File: config.mk
export PLATFORM = sky130hd
export DESIGN_NAME = branch_target_buffer
export DESIGN_NICKNAME = d
export VERILOG_FILES = /design/src/rtl/branch_target_buffer_pkg.sv /design/src/rtl/branch_target_buffer_pred_fifo.sv /design/src/rtl/branch_target_buffer.sv
export SDC_FILE = /design/constraint.sdc
export NUM_CORES = 1
export LEC_CHECK = 0
export CORE_MARGIN = 3
export CORE_UTILIZATION = 36
export DETAILED_ROUTE_END_ITERATION = 10
export DONT_BUFFER_PORTS = 1
export HOLD_SLACK_MARGIN = 0.03
export SYNTH_ARGS = -nofsm -noshare
export SYNTH_HDL_FRONTEND = slang
export SYNTH_SLANG_ARGS = --single-unit
File: constraint.sdc
create_clock -name clk -period 11.8 [get_ports clk]
set_input_delay 2.36 -clock clk [delete_from_list [all_inputs] [get_ports clk]]
set_output_delay 2.36 -clock clk [all_outputs]
set_load 0.1 [all_outputs]
File: src/rtl/branch_target_buffer_pkg.sv
// rtl/branch_target_buffer_pkg.sv - shared LC-3b fetch/predict types for the BTB slice
package branch_target_buffer_pkg;

    typedef logic [15:0] lc3b_word;
    typedef logic [4:0]  lc3b_p_index;
    typedef logic [9:0]  lc3b_btb_tag;

    // One in-flight prediction: the fetched PC and the next PC we guessed for it.
    typedef struct packed {
        lc3b_word pc;
        lc3b_word pred_next;
    } lc3b_pred_entry;

    localparam int PRED_FIFO_DEPTH = 4;
    localparam int BTB_ENTRIES     = 1 << $bits(lc3b_p_index);

endpackage

File: src/rtl/branch_target_buffer_pred_fifo.sv
// rtl/branch_target_buffer_pred_fifo.sv - in-order FIFO of outstanding predictions
// Ports:
//   clk, reset       clock, synchronous active-high reset
//   push, push_data  enqueue one lc3b_pred_entry
//   pop              dequeue the head entry
//   flush            empty the FIFO next cycle, overriding push/pop
//   head             oldest entry (valid when !empty)
//   count/full/empty occupancy status
module pred_fifo
    import branch_target_buffer_pkg::*;
#(
    parameter int DEPTH = PRED_FIFO_DEPTH,
    localparam int AW = $clog2(DEPTH),
    localparam int CW = AW + 1
) (
    input  logic           clk,
    input  logic           reset,
    input  logic           push,
    input  lc3b_pred_entry push_data,
    input  logic           pop,
    input  logic           flush,
    output lc3b_pred_entry head,
    output logic [CW-1:0]  count,
    output logic           full,
    output logic           empty
);

    lc3b_pred_entry r_mem [DEPTH];
    logic [AW-1:0]  r_wr_ptr;
    logic [AW-1:0]  r_rd_ptr;
    logic [CW-1:0]  r_count;

    always_ff @(posedge clk) begin
        if (reset || flush) begin
            r_wr_ptr <= '0;
            r_rd_ptr <= '0;
            r_count  <= '0;
        end else begin
            if (push) begin
                r_mem[r_wr_ptr] <= push_data;
                r_wr_ptr        <= r_wr_ptr + 1'b1;
            end
            if (pop) begin
                r_rd_ptr <= r_rd_ptr + 1'b1;
            end
            // Simultaneous push and pop leaves occupancy unchanged, even when full.
            r_count <= r_count + CW'(push) - CW'(pop);
        end
    end

    assign head  = r_mem[r_rd_ptr];
    assign count = r_count;
    assign full  = (r_count == CW'(DEPTH));
    assign empty = (r_count == '0);

endmodule

File: src/rtl/branch_target_buffer.sv
// rtl/branch_target_buffer.sv - direct-mapped BTB with in-order prediction tracking
// Ports:
//   clk, reset                 clock, synchronous active-high reset
//   fetch_pc/fetch_valid       instruction presented by fetch; fetch_ready accepts it
//   pred_index/branch_count    read index to the bimodal counters and returned count
//   pred_taken/next_pc         prediction for fetch_pc (combinational)
//   res_*                      resolution of the oldest in-flight instruction from EX
//   mispredict/redirect_pc     flush request and the correct next PC
//   upd_en/upd_index/upd_taken counter update request for conditional branches
module branch_target_buffer
    import branch_target_buffer_pkg::*;
#(
    parameter int ENTRIES    = BTB_ENTRIES,
    parameter int FIFO_DEPTH = PRED_FIFO_DEPTH
) (
    input  logic        clk,
    input  logic        reset,
    input  logic [15:0] fetch_pc,
    input  logic        fetch_valid,
    output logic        fetch_ready,
    output logic [4:0]  pred_index,
    input  logic [1:0]  branch_count,
    output logic        pred_taken,
    output logic [15:0] next_pc,
    input  logic        res_valid,
    input  logic [15:0] res_pc,
    input  logic        res_is_branch,
    input  logic        res_is_cond,
    input  logic        res_taken,
    input  logic [15:0] res_target,
    output logic        mispredict,
    output logic [15:0] redirect_pc,
    output logic        upd_en,
    output logic [4:0]  upd_index,
    output logic        upd_taken
);

    localparam int CW = $clog2(FIFO_DEPTH) + 1;

    logic [ENTRIES-1:0] r_valid;
    logic [ENTRIES-1:0] r_uncond;
    lc3b_btb_tag        r_tag    [ENTRIES];
    lc3b_word           r_target [ENTRIES];

    lc3b_p_index    w_fetch_idx;
    lc3b_btb_tag    w_fetch_tag;
    logic           w_hit;
    lc3b_p_index    w_res_idx;
    lc3b_word       w_actual_next;
    logic           w_push;
    logic           w_pop;
    logic           w_btb_write;
    lc3b_pred_entry w_push_data;
    lc3b_pred_entry w_head;
    logic [CW-1:0]  w_unused_count;
    logic           w_full;
    logic           w_empty;
    logic           w_unused_bits;

    // Lookup: a hit on an unconditional entry is always taken; a conditional
    // entry follows the counter's direction bit.
    assign w_fetch_idx = fetch_pc[5:1];
    assign w_fetch_tag = fetch_pc[15:6];
    assign w_hit       = r_valid[w_fetch_idx] && (r_tag[w_fetch_idx] == w_fetch_tag);
    assign pred_index  = w_fetch_idx;
    assign pred_taken  = w_hit && (r_uncond[w_fetch_idx] || branch_count[1]);
    assign next_pc     = pred_taken ? r_target[w_fetch_idx] : fetch_pc + 16'd2;

    // Resolution: a resolve with nothing in flight is dropped entirely.
    assign w_pop         = res_valid && !w_empty;
    assign w_res_idx     = res_pc[5:1];
    assign w_actual_next = (res_is_branch && res_taken) ? res_target : res_pc + 16'd2;
    assign mispredict    = w_pop && (w_actual_next != w_head.pred_next);
    assign redirect_pc   = w_actual_next;

    assign upd_en    = w_pop && res_is_branch && res_is_cond;
    assign upd_index = w_res_idx;
    assign upd_taken = res_taken;

    // A pop that does not flush frees a slot this cycle, so a full FIFO can still accept.
    assign fetch_ready = !w_full || (w_pop && !mispredict);
    assign w_push      = fetch_valid && fetch_ready && !mispredict;

    assign w_push_data.pc        = fetch_pc;
    assign w_push_data.pred_next = next_pc;

    assign w_btb_write = w_pop && res_is_branch && res_taken;

    always_ff @(posedge clk) begin
        if (reset) begin
            r_valid <= '0;
        end else if (w_btb_write) begin
            r_valid[w_res_idx]  <= 1'b1;
            r_uncond[w_res_idx] <= !res_is_cond;
        end
    end

    // Tag and target contents are qualified by r_valid, so they carry no reset.
    always_ff @(posedge clk) begin
        if (w_btb_write) begin
            r_tag[w_res_idx]    <= res_pc[15:6];
            r_target[w_res_idx] <= res_target;
        end
    end

    pred_fifo #(
        .DEPTH (FIFO_DEPTH)
    ) u_pred_fifo (
        .clk       (clk),
        .reset     (reset),
        .push      (w_push),
        .push_data (w_push_data),
        .pop       (w_pop),
        .flush     (mispredict),
        .head      (w_head),
        .count     (w_unused_count),
        .full      (w_full),
        .empty     (w_empty)
    );

    // The head PC and the counter's hysteresis bit are carried but not needed here.
    assign w_unused_bits = ^{w_head.pc, branch_count[0], w_unused_count};

endmodule

**Word level (Yosys, flattened, before mapping)**

Memories as Yosys holds them, arrays and structs flattened. A register that Yosys moved wholly into a read port is not among the register bits.
Cells that the tools add are included.

- Word-level logic and storage cells: 59
- Output and inout port bits: 47
- RAM bits: 960
- Register bits after elaboration: 71
- Memories kept: 3

- Reductions and logical operators: 21
- Muxes and demuxes: 16
- Bitwise logic cells: 2
- Magnitude comparators: 3
- Equal/unequal tests: 3
- Add/sub/neg operators: 6

Memories:

| name | words | bits a word | read ports | clocked after Yosys merged registers in | write ports | RTL line | source |
|---|---|---|---|---|---|---|---|
| r_target | 32 | 16 | 1 | 0 | 1 | branch_target_buffer.sv:43 | `lc3b_word r_target [ENTRIES];` |
| r_tag | 32 | 10 | 1 | 0 | 1 | branch_target_buffer.sv:42 | `lc3b_btb_tag r_tag [ENTRIES];` |
| u_pred_fifo.r_mem | 4 | 32 | 1 | 1 | 1 | branch_target_buffer_pred_fifo.sv:28 | `lc3b_pred_entry r_mem [DEPTH];` |

Operator list:

| cell | count |
|---|---|
| $add A16 B2 Y16 const B | 2 |
| $bwmux W32 | 1 |
| $mux W16 | 2 |
| $or A32 B32 Y32 | 1 |
| $ne A16 B16 Y1 | 1 |
| $logic_and A1 B1 Y1 | 12 |
| $lt A5 B6 Y1 const B | 2 |
| $bmux W1 S5 | 2 |
| $eq A10 B10 Y1 | 1 |
| $mux W1 | 8 |
| $demux W1 S5 | 1 |
| $ge A5 B1 Y1 const B | 1 |
| $add A2 B1 Y2 const B | 2 |
| $logic_not A1 Y1 | 4 |
| $mux W2 | 2 |
| $add A3 B1 Y3 | 1 |
| $eq A3 B3 Y1 const B | 1 |
| $logic_not A3 Y1 | 1 |
| $logic_or A1 B1 Y1 | 3 |
| $sub A3 B1 Y3 | 1 |
| $reduce_and A2 Y1 | 1 |
| $not A1 Y1 | 1 |

**Depth between registers and ports, before layout**

Gate-level depths: netlist of the first run.

- Word-level depth: 12
- Mapped depth: 15

**By module**

Synthesis of the first run repeated with hierarchy kept, for this count alone.

- Cells, all modules: 1947
- Area total of the unflattened synthesis: 40850.4 um^2

By module, submodules not included:

| module | cells an instance | area an instance (um^2) | seq. area each (um^2) | times used |
|---|---|---|---|---|
| branch_target_buffer | 1736 | 35745.5 | 26585.5 | 1 |
| pred_fifo | 211 | 5104.9 | 4023.9 | 1 |

**Worst setup path before layout of the first run**

No wires, ideal clock.

- Path kind: input -> output
- From: in res_pc[5]
- To: out fetch_ready
- Cell stages on the path: 9
- Data required time: 9.440 ns
- Data arrival time: 7.463 ns
- Path buffers: 1
- Slack: 1.977 ns
- Cell sequence: clkbuf_1 and4_1 nand3_1 xor2_1 o21ai_0 xor2_1 nor4_1 nand4_1 o21bai_1

- Word-level cells in the longest chain between the ends: 7

Ends and longest elaborated chain:

| what | RTL line | source |
|---|---|---|
| from (decl) | branch_target_buffer.sv:26 | `input logic [15:0] res_pc,` |
| $add A16 B2 Y16 | branch_target_buffer.sv:72 | `assign w_actual_next = (res_is_branch && res_taken) ? res_target : res_pc + 16'd2;` |
| $mux W16 | branch_target_buffer.sv:72 |  |
| named net redirect_pc[11] | branch_target_buffer.sv:32 | `output logic [15:0] redirect_pc,` |
| $ne A16 B16 Y1 | branch_target_buffer.sv:73 | `assign mispredict = w_pop && (w_actual_next != w_head.pred_next);` |
| $logic_and A1 B1 Y1 | branch_target_buffer.sv:73 |  |
| $logic_not A1 Y1 | branch_target_buffer.sv:81 | `assign fetch_ready = !w_full \|\| (w_pop && !mispredict);` |
| $logic_and A1 B1 Y1 | branch_target_buffer.sv:81 |  |
| $logic_or A1 B1 Y1 | branch_target_buffer.sv:81 |  |
| to (decl) | branch_target_buffer.sv:20 | `output logic fetch_ready,` |

The timed path passes the listed nets, and every way through them passes these cells.

**Final worst setup path of the first run**

- From: in fetch_pc[2]
- To: out next_pc[3]

- Word-level cells in the longest chain between the ends: 5
- Elaborated cells between the ends (all ways): 12

Ends and longest elaborated chain:

| what | RTL line | source |
|---|---|---|
| from (decl) | branch_target_buffer.sv:18 | `input logic [15:0] fetch_pc,` |
| $mem_v2 Z32 W10, or another cell as far along | n/a |  |
| $eq A10 B10 Y1, or another cell as far along | branch_target_buffer.sv:64 | `assign w_hit = r_valid[w_fetch_idx] && (r_tag[w_fetch_idx] == w_fetch_tag);` |
| $logic_and A1 B1 Y1 or $logic_or A1 B1 Y1 (tied branches) | branch_target_buffer.sv:64, branch_target_buffer.sv:66 |  |
| $logic_and A1 B1 Y1 | branch_target_buffer.sv:66 | `assign pred_taken = w_hit && (r_uncond[w_fetch_idx] \|\| branch_count[1]);` |
| $mux W16 * | branch_target_buffer.sv:67 | `assign next_pc = pred_taken ? r_target[w_fetch_idx] : fetch_pc + 16'd2;` |
| to (decl) | branch_target_buffer.sv:24 | `output logic [15:0] next_pc,` |

Mark *: on every way between the ends. The rest lies on a longest branch, timed or not. The select of a mux whose other input is x is not followed.

==> results of run 1 <==
-- worst max path at each step --
stage / depth (start not counted) / endpoint / slack [ns] / startpoint
detailed placement: 10 / next_pc[7] / 2.86 / fetch_pc[4]
global route: 10 / next_pc[7] / 2.70 / fetch_pc[4]
floorplan: 9 / fetch_ready / 1.98 / res_pc[5]
finish: 9 / next_pc[3] / 2.68 / fetch_pc[2]
global placement: 10 / next_pc[7] / 2.82 / fetch_pc[4]
CTS: 10 / next_pc[7] / 2.85 / fetch_pc[4]
-- Yosys cell counts (2+ instances only) --
| cell | count |
|---|---|
| sky130_fd_sc_hd__nor3_1 | 10 |
| sky130_fd_sc_hd__o21ai_0 | 14 |
| sky130_fd_sc_hd__clkbuf_1 | 36 |
| sky130_fd_sc_hd__a211o_1 | 2 |
| sky130_fd_sc_hd__nand4_1 | 10 |
| sky130_fd_sc_hd__and2_1 | 7 |
| sky130_fd_sc_hd__xor2_1 | 14 |
| sky130_fd_sc_hd__nor4_1 | 4 |
| sky130_fd_sc_hd__a211oi_1 | 6 |
| sky130_fd_sc_hd__xnor2_1 | 31 |
| sky130_fd_sc_hd__inv_1 | 20 |
| sky130_fd_sc_hd__edfxtp_1 | 928 |
| sky130_fd_sc_hd__o221ai_1 | 11 |
| sky130_fd_sc_hd__nand2_1 | 47 |
| sky130_fd_sc_hd__a22oi_1 | 7 |
| sky130_fd_sc_hd__buf_1 | 16 |
| sky130_fd_sc_hd__a32o_1 | 2 |
| sky130_fd_sc_hd__buf_6 | 4 |
| sky130_fd_sc_hd__buf_2 | 20 |
| sky130_fd_sc_hd__or3_1 | 8 |
| sky130_fd_sc_hd__o21a_1 | 4 |
| sky130_fd_sc_hd__and3_1 | 9 |
| sky130_fd_sc_hd__o31ai_1 | 2 |
| sky130_fd_sc_hd__o22ai_1 | 3 |
| sky130_fd_sc_hd__o21ai_1 | 4 |
| sky130_fd_sc_hd__mux2_2 | 13 |
| sky130_fd_sc_hd__mux4_2 | 250 |
| sky130_fd_sc_hd__nand3b_1 | 3 |
| sky130_fd_sc_hd__a22o_1 | 4 |
| sky130_fd_sc_hd__o211ai_1 | 3 |
| sky130_fd_sc_hd__a211oi_2 | 2 |
| sky130_fd_sc_hd__a21oi_1 | 11 |
| sky130_fd_sc_hd__a21o_1 | 32 |
| sky130_fd_sc_hd__a31oi_1 | 9 |
| sky130_fd_sc_hd__and4_1 | 4 |
| sky130_fd_sc_hd__a221oi_1 | 9 |
| sky130_fd_sc_hd__buf_4 | 25 |
| sky130_fd_sc_hd__ha_1 | 11 |
| sky130_fd_sc_hd__dfxtp_1 | 41 |
| sky130_fd_sc_hd__mux2i_1 | 75 |
| sky130_fd_sc_hd__nor2_1 | 100 |
| sky130_fd_sc_hd__nand3_1 | 18 |
| sky130_fd_sc_hd__nor2b_1 | 4 |
-- cell type report --
class,count,area [µm²]
flip-flops and latches,969,28700
multi-input cells,764,9670
well taps,1391,1740
inverters,22,83.8
clock inverters,68,684
fillers,9122,61900
diodes,1,2.50
repair buffers,46,345
clock buffers,117,2610
-- kinds of logic after synthesis --
kind of cell / count (synthesis) / share of synthesized area, %
buf+inv: 124 / 1.60
compound gates: 135 / 2.57
xor+xnor: 45 / 1.02
mux: 338 / 17.0
fa+ha+maj: 12 / 0.410
flops: 969 / 74.5
simple gates: 234 / 2.91
-- registers in the layout (all words and copies together) (netlist names), named ones only --
signal	flops
r_target	512
r_tag	320
u_pred_fifo.r_mem	64
r_uncond	32
r_valid	32
u_pred_fifo.count	3
u_pred_fifo.r_rd_ptr	2
u_pred_fifo.r_wr_ptr	2
-- power by group through the flow --
| stage | Clock, mW | Combinational, mW | Sequential (mW) |
|---|---|---|---|
| after floorplan | 0 | 0.359 | 3.88 |
| after global placement | 0 | 0.401 | 3.88 |
| after detailed placement | 0 | 0.403 | 3.88 |
| after CTS | 3.21 | 0.404 | 3.81 |
| after global routing | 3.35 | 0.427 | 3.81 |
| final | 3.16 | 0.405 | 3.81 |
-- routing by layer --
metal	vias to the layer above	wire, µm	GRT usage [%]
met1	10100	38900	23.1
li1	7802	-	-
met5	-	13	0
met4	2	3090	5.55
met2	730	47500	28.3
met3	167	9490	5.64
-- per-stage QoR --
step	area [µm²]	cells	utilization (%)	hold slack (ns)	worst slack, ns
after floorplan	38500	1857	-	0.421	1.98
after global placement	40500	3192	38.3	0.428	2.82
after detailed placement	40500	3192	38.3	0.436	2.86
after CTS	43800	3377	41.5	0.450	2.85
after global routing	43800	3377	41.5	0.464	2.70
final	43800	3378	41.5	0.445	2.68
==> impl_metrics.sql, run 1 <==
INSERT INTO impl_metrics (metric_group, metric, value, unit) VALUES
('power_and_ir_drop', 'internal_power', '5.80', 'mW'),
('synthesis', 'yosysSeqAreaShare', '74.5', '%'),
('die', 'ioPinCount', '104', ''),
('route', 'finalWirelength', '99000', 'µm'),
('route', 'drtAntennaViolNets', '0', ''),
('synthesis', 'yosysTopAreaCellShare', '72.4', '%'),
('clock_network', 'cts_resized', '0', ''),
('worst_hold_path', 'hold_path_end', 'r_valid[18]', ''),
('worst_setup_path', 'timing.critical_path.fanout_max', '246', ''),
('grt', 'grt_start_max_net_pins', '247', ''),
('synthesis', 'synth_area', '38500', 'µm²'),
('placement', 'port_buffers', '0', ''),
('layout', 'area_growth', '13.9', '%'),
('worst_setup_path', 'crit_arrival', '6.76', 'ns'),
('sta', 'skew', '0.0312', 'ns'),
('grt', 'global_route.usage.total', '17.7', '%'),
('synthesis', 'synth_enable_flop_cells', '928', ''),
('clock_network', 'htree_num_levels', '3', ''),
('worst_setup_path', 'timing.critical_path.required', '9.44', 'ns'),
('clock_network', 'clock_buffers_created_by_tritoncts', '100', ''),
('sta', 'report.final.setup_viol', '0', ''),
('sta', 'drv_slew', '0', ''),
('clock_network', 'holdBufCountCts', '0', ''),
('sta', 'hold_violations', '0', ''),
('die', 'design.die.area', '111000', 'µm²'),
('layout', 'nNetsFinal', '1972', ''),
('power_and_ir_drop', 'total_switching_power', '1.57', 'mW'),
('grt', 'first_global_vias', '19200', ''),
('placement', 'place_hpwl', '57400', 'µm'),
('sta', 'timing.final.crit_share', '77.3', '%'),
('synthesis', 'yosys.area.top_type', 'sky130_fd_sc_hd__edfxtp_1', ''),
('synthesis', 'postSynthRegisterBits', '969', ''),
('synthesis', 'synth_nets', '1926', ''),
('worst_setup_path', 'path_delay_family', 'multiplexers', ''),
('clock_network', 'clkSlewWorstSetupHoldPaths', '0.06', 'ns'),
('grt', 'grt_antenna_before_repair', '2', ''),
('worst_setup_path', 'timing.setup.critical_path_class', 'input port to output pin', ''),
('placement', 'gp_routability_congestion', '0.821', ''),
('status', 'run_status', 'complete, no violations', ''),
('die', 'placeableCoreArea', '106000', 'µm²'),
('route', 'drc_viols', '0', ''),
('synthesis', 'syn_inst', '1857', ''),
('sta', 'fin_tns_setup', '0', 'ns'),
('route', 'routed-via-count', '18800', ''),
('worst_setup_path', 'cp_capture_type', 'output pin', ''),
('synthesis', 'postSynthAreaPerCell', '20.7', 'µm²'),
('sta', 'worst_slew_pin_slew', '1.32', 'ns'),
('worst_setup_path', 'startpoint_class', 'input port', ''),
('synthesis', 'synth.lib_cells_used.distinct', '67', ''),
('sta', 'grt_setup_unrepaired', 'no', ''),
('clock_network', 'post-cts-setup-buffer-count', '0', ''),
('worst_setup_path', 'cells_along_the_critical_path', 'mux4_2, a22o_1, a211oi_1, nor3_1, nor4b_1, nand3_1, nor4b_4, buf_4, mux2i_4', ''),
('die', 'floorplan_die_height', '333', 'µm'),
('clock_network', 'tritoncts', 'done', ''),
('power_and_ir_drop', 'total_power', '7.37', 'mW'),
('die', 'placement_row_count', '119', ''),
('route', 'dr.pass1.iters', '7', ''),
('power_and_ir_drop', 'leakage', '13.8', 'nW'),
('worst_setup_path', 'timing.critical_path.slowest_cell_delay', '1.00', 'ns'),
('power_and_ir_drop', 'clk_network_pwr_share', '42.8', '%'),
('power_and_ir_drop', 'sequentialPowerShare', '51.7', '%'),
('worst_setup_path', 'ff2ff_path_depth', '9', ''),
('die', 'floorplan.die.width', '333', 'µm'),
('die', 'floorplan.initialDensity', '36.4', '%'),
('worst_setup_path', 'reg2reg_to', 'u_pred_fifo.r_mem[3][3]', ''),
('layout', 'final_cell_mix', 'sky130_fd_sc_hd__edfxtp_1, sky130_fd_sc_hd__mux4_2, sky130_fd_sc_hd__clkbuf_16, sky130_fd_sc_hd__nor2_1, sky130_fd_sc_hd__mux2i_1', ''),
('synthesis', 'asyncSetResetFlopFracSynth', '0', '%'),
('clock_network', 'ctsRootBufferMaster', 'sky130_fd_sc_hd__clkbuf_16', ''),
('worst_setup_path', 'crit_buf_inv', '1', ''),
('worst_hold_path', 'hp-class', 'register to register', ''),
('sta', 'worst_slew_margin_rel', '11.6', '%');
Note: power is estimated with default switching activity, not from simulation.
==> run 2, diff against run 1 <==
clock period = 7.4 ns   (was 11.8 ns; I/O delays follow)
==> run 2 against run 1 <==
Sequential cell count unchanged. Total power up 56%. Register-to-register slack worse by 4.8 ns. Wire length increased by 3.3%.
==> impl_metrics.sql, run 2 (synthesis results as in run 1) <==
INSERT INTO impl_metrics (metric_group, metric, value, unit) VALUES
('layout', 'area_growth', '13.8', '%'),
('worst_hold_path', 'hp-class', 'register to register', ''),
('sta', 'hold_violations', '0', ''),
('clock_network', 'clock_buffers_created_by_tritoncts', '101', ''),
('sta', 'worst_slew_pin_slew', '1.23', 'ns'),
('route', 'routed-via-count', '19000', ''),
('route', 'initialDrtViolationCount', '2334', ''),
('grt', 'grt_most_used_layer', 'met2', ''),
('clock_network', 'htree_num_levels', '3', ''),
('clock_network', 'cts_max_path_buffers', '3', ''),
('worst_hold_path', 'worst_hold_startpoint', 'r_valid[26]', ''),
('sta', 'worst_slew_margin_rel', '17.8', '%'),
('grt', 'groute.layer.met1.usage', '23.5', '%'),
('power_and_ir_drop', 'worst_ir_drop_vdd', '0.199', 'mV'),
('clock_network', 'clkSlewWorstSetupHoldPaths', '0.06', 'ns'),
('layout', 'nNetsFinal', '1996', ''),
('route', 'vias_per_cell', '5.60', ''),
('layout', 'registers.top_by_ff_count', 'r_target', ''),
('die', 'design.die.area', '111000', 'µm²'),
('sta', 'hold-worst-slack', '0.447', 'ns'),
('power_and_ir_drop', 'leakage', '13.8', 'nW'),
('worst_setup_path', 'startpoint_class', 'input port', ''),
('clock_network', 'clk-insertion-delay-late', '0.66', 'ns'),
('status', 'run_status', 'complete, no violations', ''),
('placement', 'gp_routability_congestion', '0.814', ''),
('placement', 'dp_worst_setup_slack', '1.01', 'ns'),
('clock_network', 'post-cts-setup-buffer-count', '0', ''),
('sta', 'max_freq', '0.149', 'GHz'),
('worst_setup_path', 'timing.setup.critical_path_class', 'input port to output pin', ''),
('clock_network', 'cts_resized', '0', ''),
('layout', 'filler_cell_count', '9183', ''),
('clock_network', 'clock_sink_count', '969', ''),
('die', 'placement_row_count', '119', ''),
('die', 'ioPinCount', '104', ''),
('worst_setup_path', 'crit_buf_inv', '2', ''),
('sta', 'skew', '0.0282', 'ns'),
('die', 'floorplan.initialDensity', '36.4', '%'),
('layout', 'largest_reg_flops', '512', ''),
('layout', 'post_route_cells_drive_above_1_share', '26.8', '%'),
('grt', 'grt_start_max_net_pins', '247', ''),
('sta', 'timing.final.crit_share', '90.8', '%'),
('sta', 'fin_crit_period', '6.72', 'ns'),
('route', 'routedWlPerCell', '30.1', 'µm'),
('grt', 'first_global_vias', '19600', ''),
('layout', 'largest_registers', 'r_target (512), r_tag (320), u_pred_fifo.r_mem (64)', ''),
('grt', 'grt_antenna_before_repair', '2', ''),
('die', 'floorplan_die_height', '333', 'µm'),
('route', 'drc_viols', '0', ''),
('worst_setup_path', 'path_delay_family', 'simple AND/OR/NAND/NOR gates', ''),
('grt', 'global_route.usage.met3', '6.61', '%'),
('sta', 'report.final.setup_viol', '0', ''),
('worst_setup_path', 'cells_along_the_critical_path', 'or3b_1, o221ai_1, a211oi_1, nor3_1, nor4b_1, nand3_1, nor4b_4, buf_12, mux2i_4, buf_4', ''),
('worst_setup_path', 'timing.critical_path.fanout_max', '74', ''),
('layout', 'insertedDiodeCount', '0', ''),
('worst_setup_path', 'timing.critical_path.required', '5.92', 'ns'),
('grt', 'grt_use_met2', '29.3', '%'),
('route', 'drtAntennaViolNets', '0', ''),
('sta', 'grt_setup_unrepaired', 'no', ''),
('layout', 'final_common_cell', 'sky130_fd_sc_hd__edfxtp_1', ''),
('grt', 'grt_pass1_wl', '145000', 'µm'),
('route', 'finalWirelength', '102000', 'µm'),
('power_and_ir_drop', 'power.density', '261', 'nW/µm²'),
('power_and_ir_drop', 'total_power', '11.5', 'mW'),
('worst_setup_path', 'crit_arrival', '5.24', 'ns'),
('placement', 'place_hpwl', '59300', 'µm'),
('worst_setup_path', 'crit_slowest_cell', 'sky130_fd_sc_hd__or3b_1', ''),
('worst_setup_path', 'timing.critical_path.slowest_cell_delay', '0.70', 'ns'),
('clock_network', 'holdBufCountCts', '0', ''),
('die', 'placeableCoreArea', '106000', 'µm²'),
('sta', 'setup_slack', '0.682', 'ns'),
('clock_network', 'tritoncts', 'done', ''),
('flow_run', 'cap_violations', '0', ''),
('grt', 'global_route_overflow', '0', ''),
('sta', 'drv_slew', '0', ''),
('layout', 'final_cell_mix', 'sky130_fd_sc_hd__edfxtp_1, sky130_fd_sc_hd__mux4_2, sky130_fd_sc_hd__clkbuf_16, sky130_fd_sc_hd__buf_4, sky130_fd_sc_hd__nor2_1', ''),
('grt', 'global_route.usage.total', '18.4', '%'),
('placement', 'port_buffers', '0', ''),
('sta', 'fin_tns_setup', '0', 'ns'),
('route', 'dr.pass1.iters', '5', ''),
('worst_setup_path', 'crit_start', 'fetch_pc[3]', ''),
('worst_setup_path', 'cp_capture_type', 'output pin', ''),
('die', 'floorplan.die.width', '333', 'µm'),
('clock_network', 'ctsRootBufferMaster', 'sky130_fd_sc_hd__clkbuf_16', '');
[run 2: final timing paths]
path                               to  slack (ns)  cells after the start
max reg2reg  u_pred_fifo.r_mem[3][15]        2.37                      8
min                       r_valid[26]        0.45                      1
max                       next_pc[11]        0.68                     10
min reg2reg               r_valid[26]        0.45                      1
[run 2: layer usage]
layer	vias up	routed length, µm	part of all wire [%]
met2	818	48900	48
met5	-	72	0.070
met4	4	3040	3.0
met3	172	10900	11
li1	7849	-	-
met1	10200	39300	38
[run 2: where the power goes]
part           leakage (nW)  total [mW]  switching, mW  internal (mW)
Sequential             8.67        6.07         0.0156           6.05
Combinational          3.60       0.664          0.406          0.259
Clock                  1.50        4.72           2.07           2.65
Total                  13.8        11.5           2.49           8.96
[run 2: worst register-to-register path: stages, from the launching register on]
cell	delay [ns]
sky130_fd_sc_hd__dfxtp_1	0.99
sky130_fd_sc_hd__mux4_2	0.66
sky130_fd_sc_hd__a22oi_1	0.23
sky130_fd_sc_hd__nand4_1	0.11
sky130_fd_sc_hd__o21ai_0	0.14
sky130_fd_sc_hd__nand4_1	0.14
sky130_fd_sc_hd__nor4_1	0.65
sky130_fd_sc_hd__a41oi_1	0.64
sky130_fd_sc_hd__nor2_2	1.07
[run 2: stage by stage]
stage / instance area, µm² / utilization, % / cells
2_1_floorplan: 38500 / - / 1857
3_3_place_gp: 40700 / 38.5 / 3215
3_5_place_dp: 40700 / 38.5 / 3215
4_1_cts: 43800 / 41.4 / 3398
5_1_grt: 43800 / 41.4 / 3398
6_report: 43800 / 41.4 / 3398
[run 2: layout make-up]
cell class	count	area, µm²	share of cell area, %
clock inverter	52	383	0.874
sequential	969	28700	65.5
multi-input combinational	764	9680	22.1
clock buffer	131	2700	6.17
inverter	22	83.8	0.191
timing repair buffer	69	531	1.21
tap	1391	1740	3.97
==> run 3, diff against run 2 <==
RECOVER_POWER = 25   (was default)
SKIP_CTS_REPAIR_TIMING = 1   (was default)
TNS_END_PERCENT = 30   (was default)
==> results of run 3 <==
The final DEF is identical to that of run 2; final timing and power are the same.
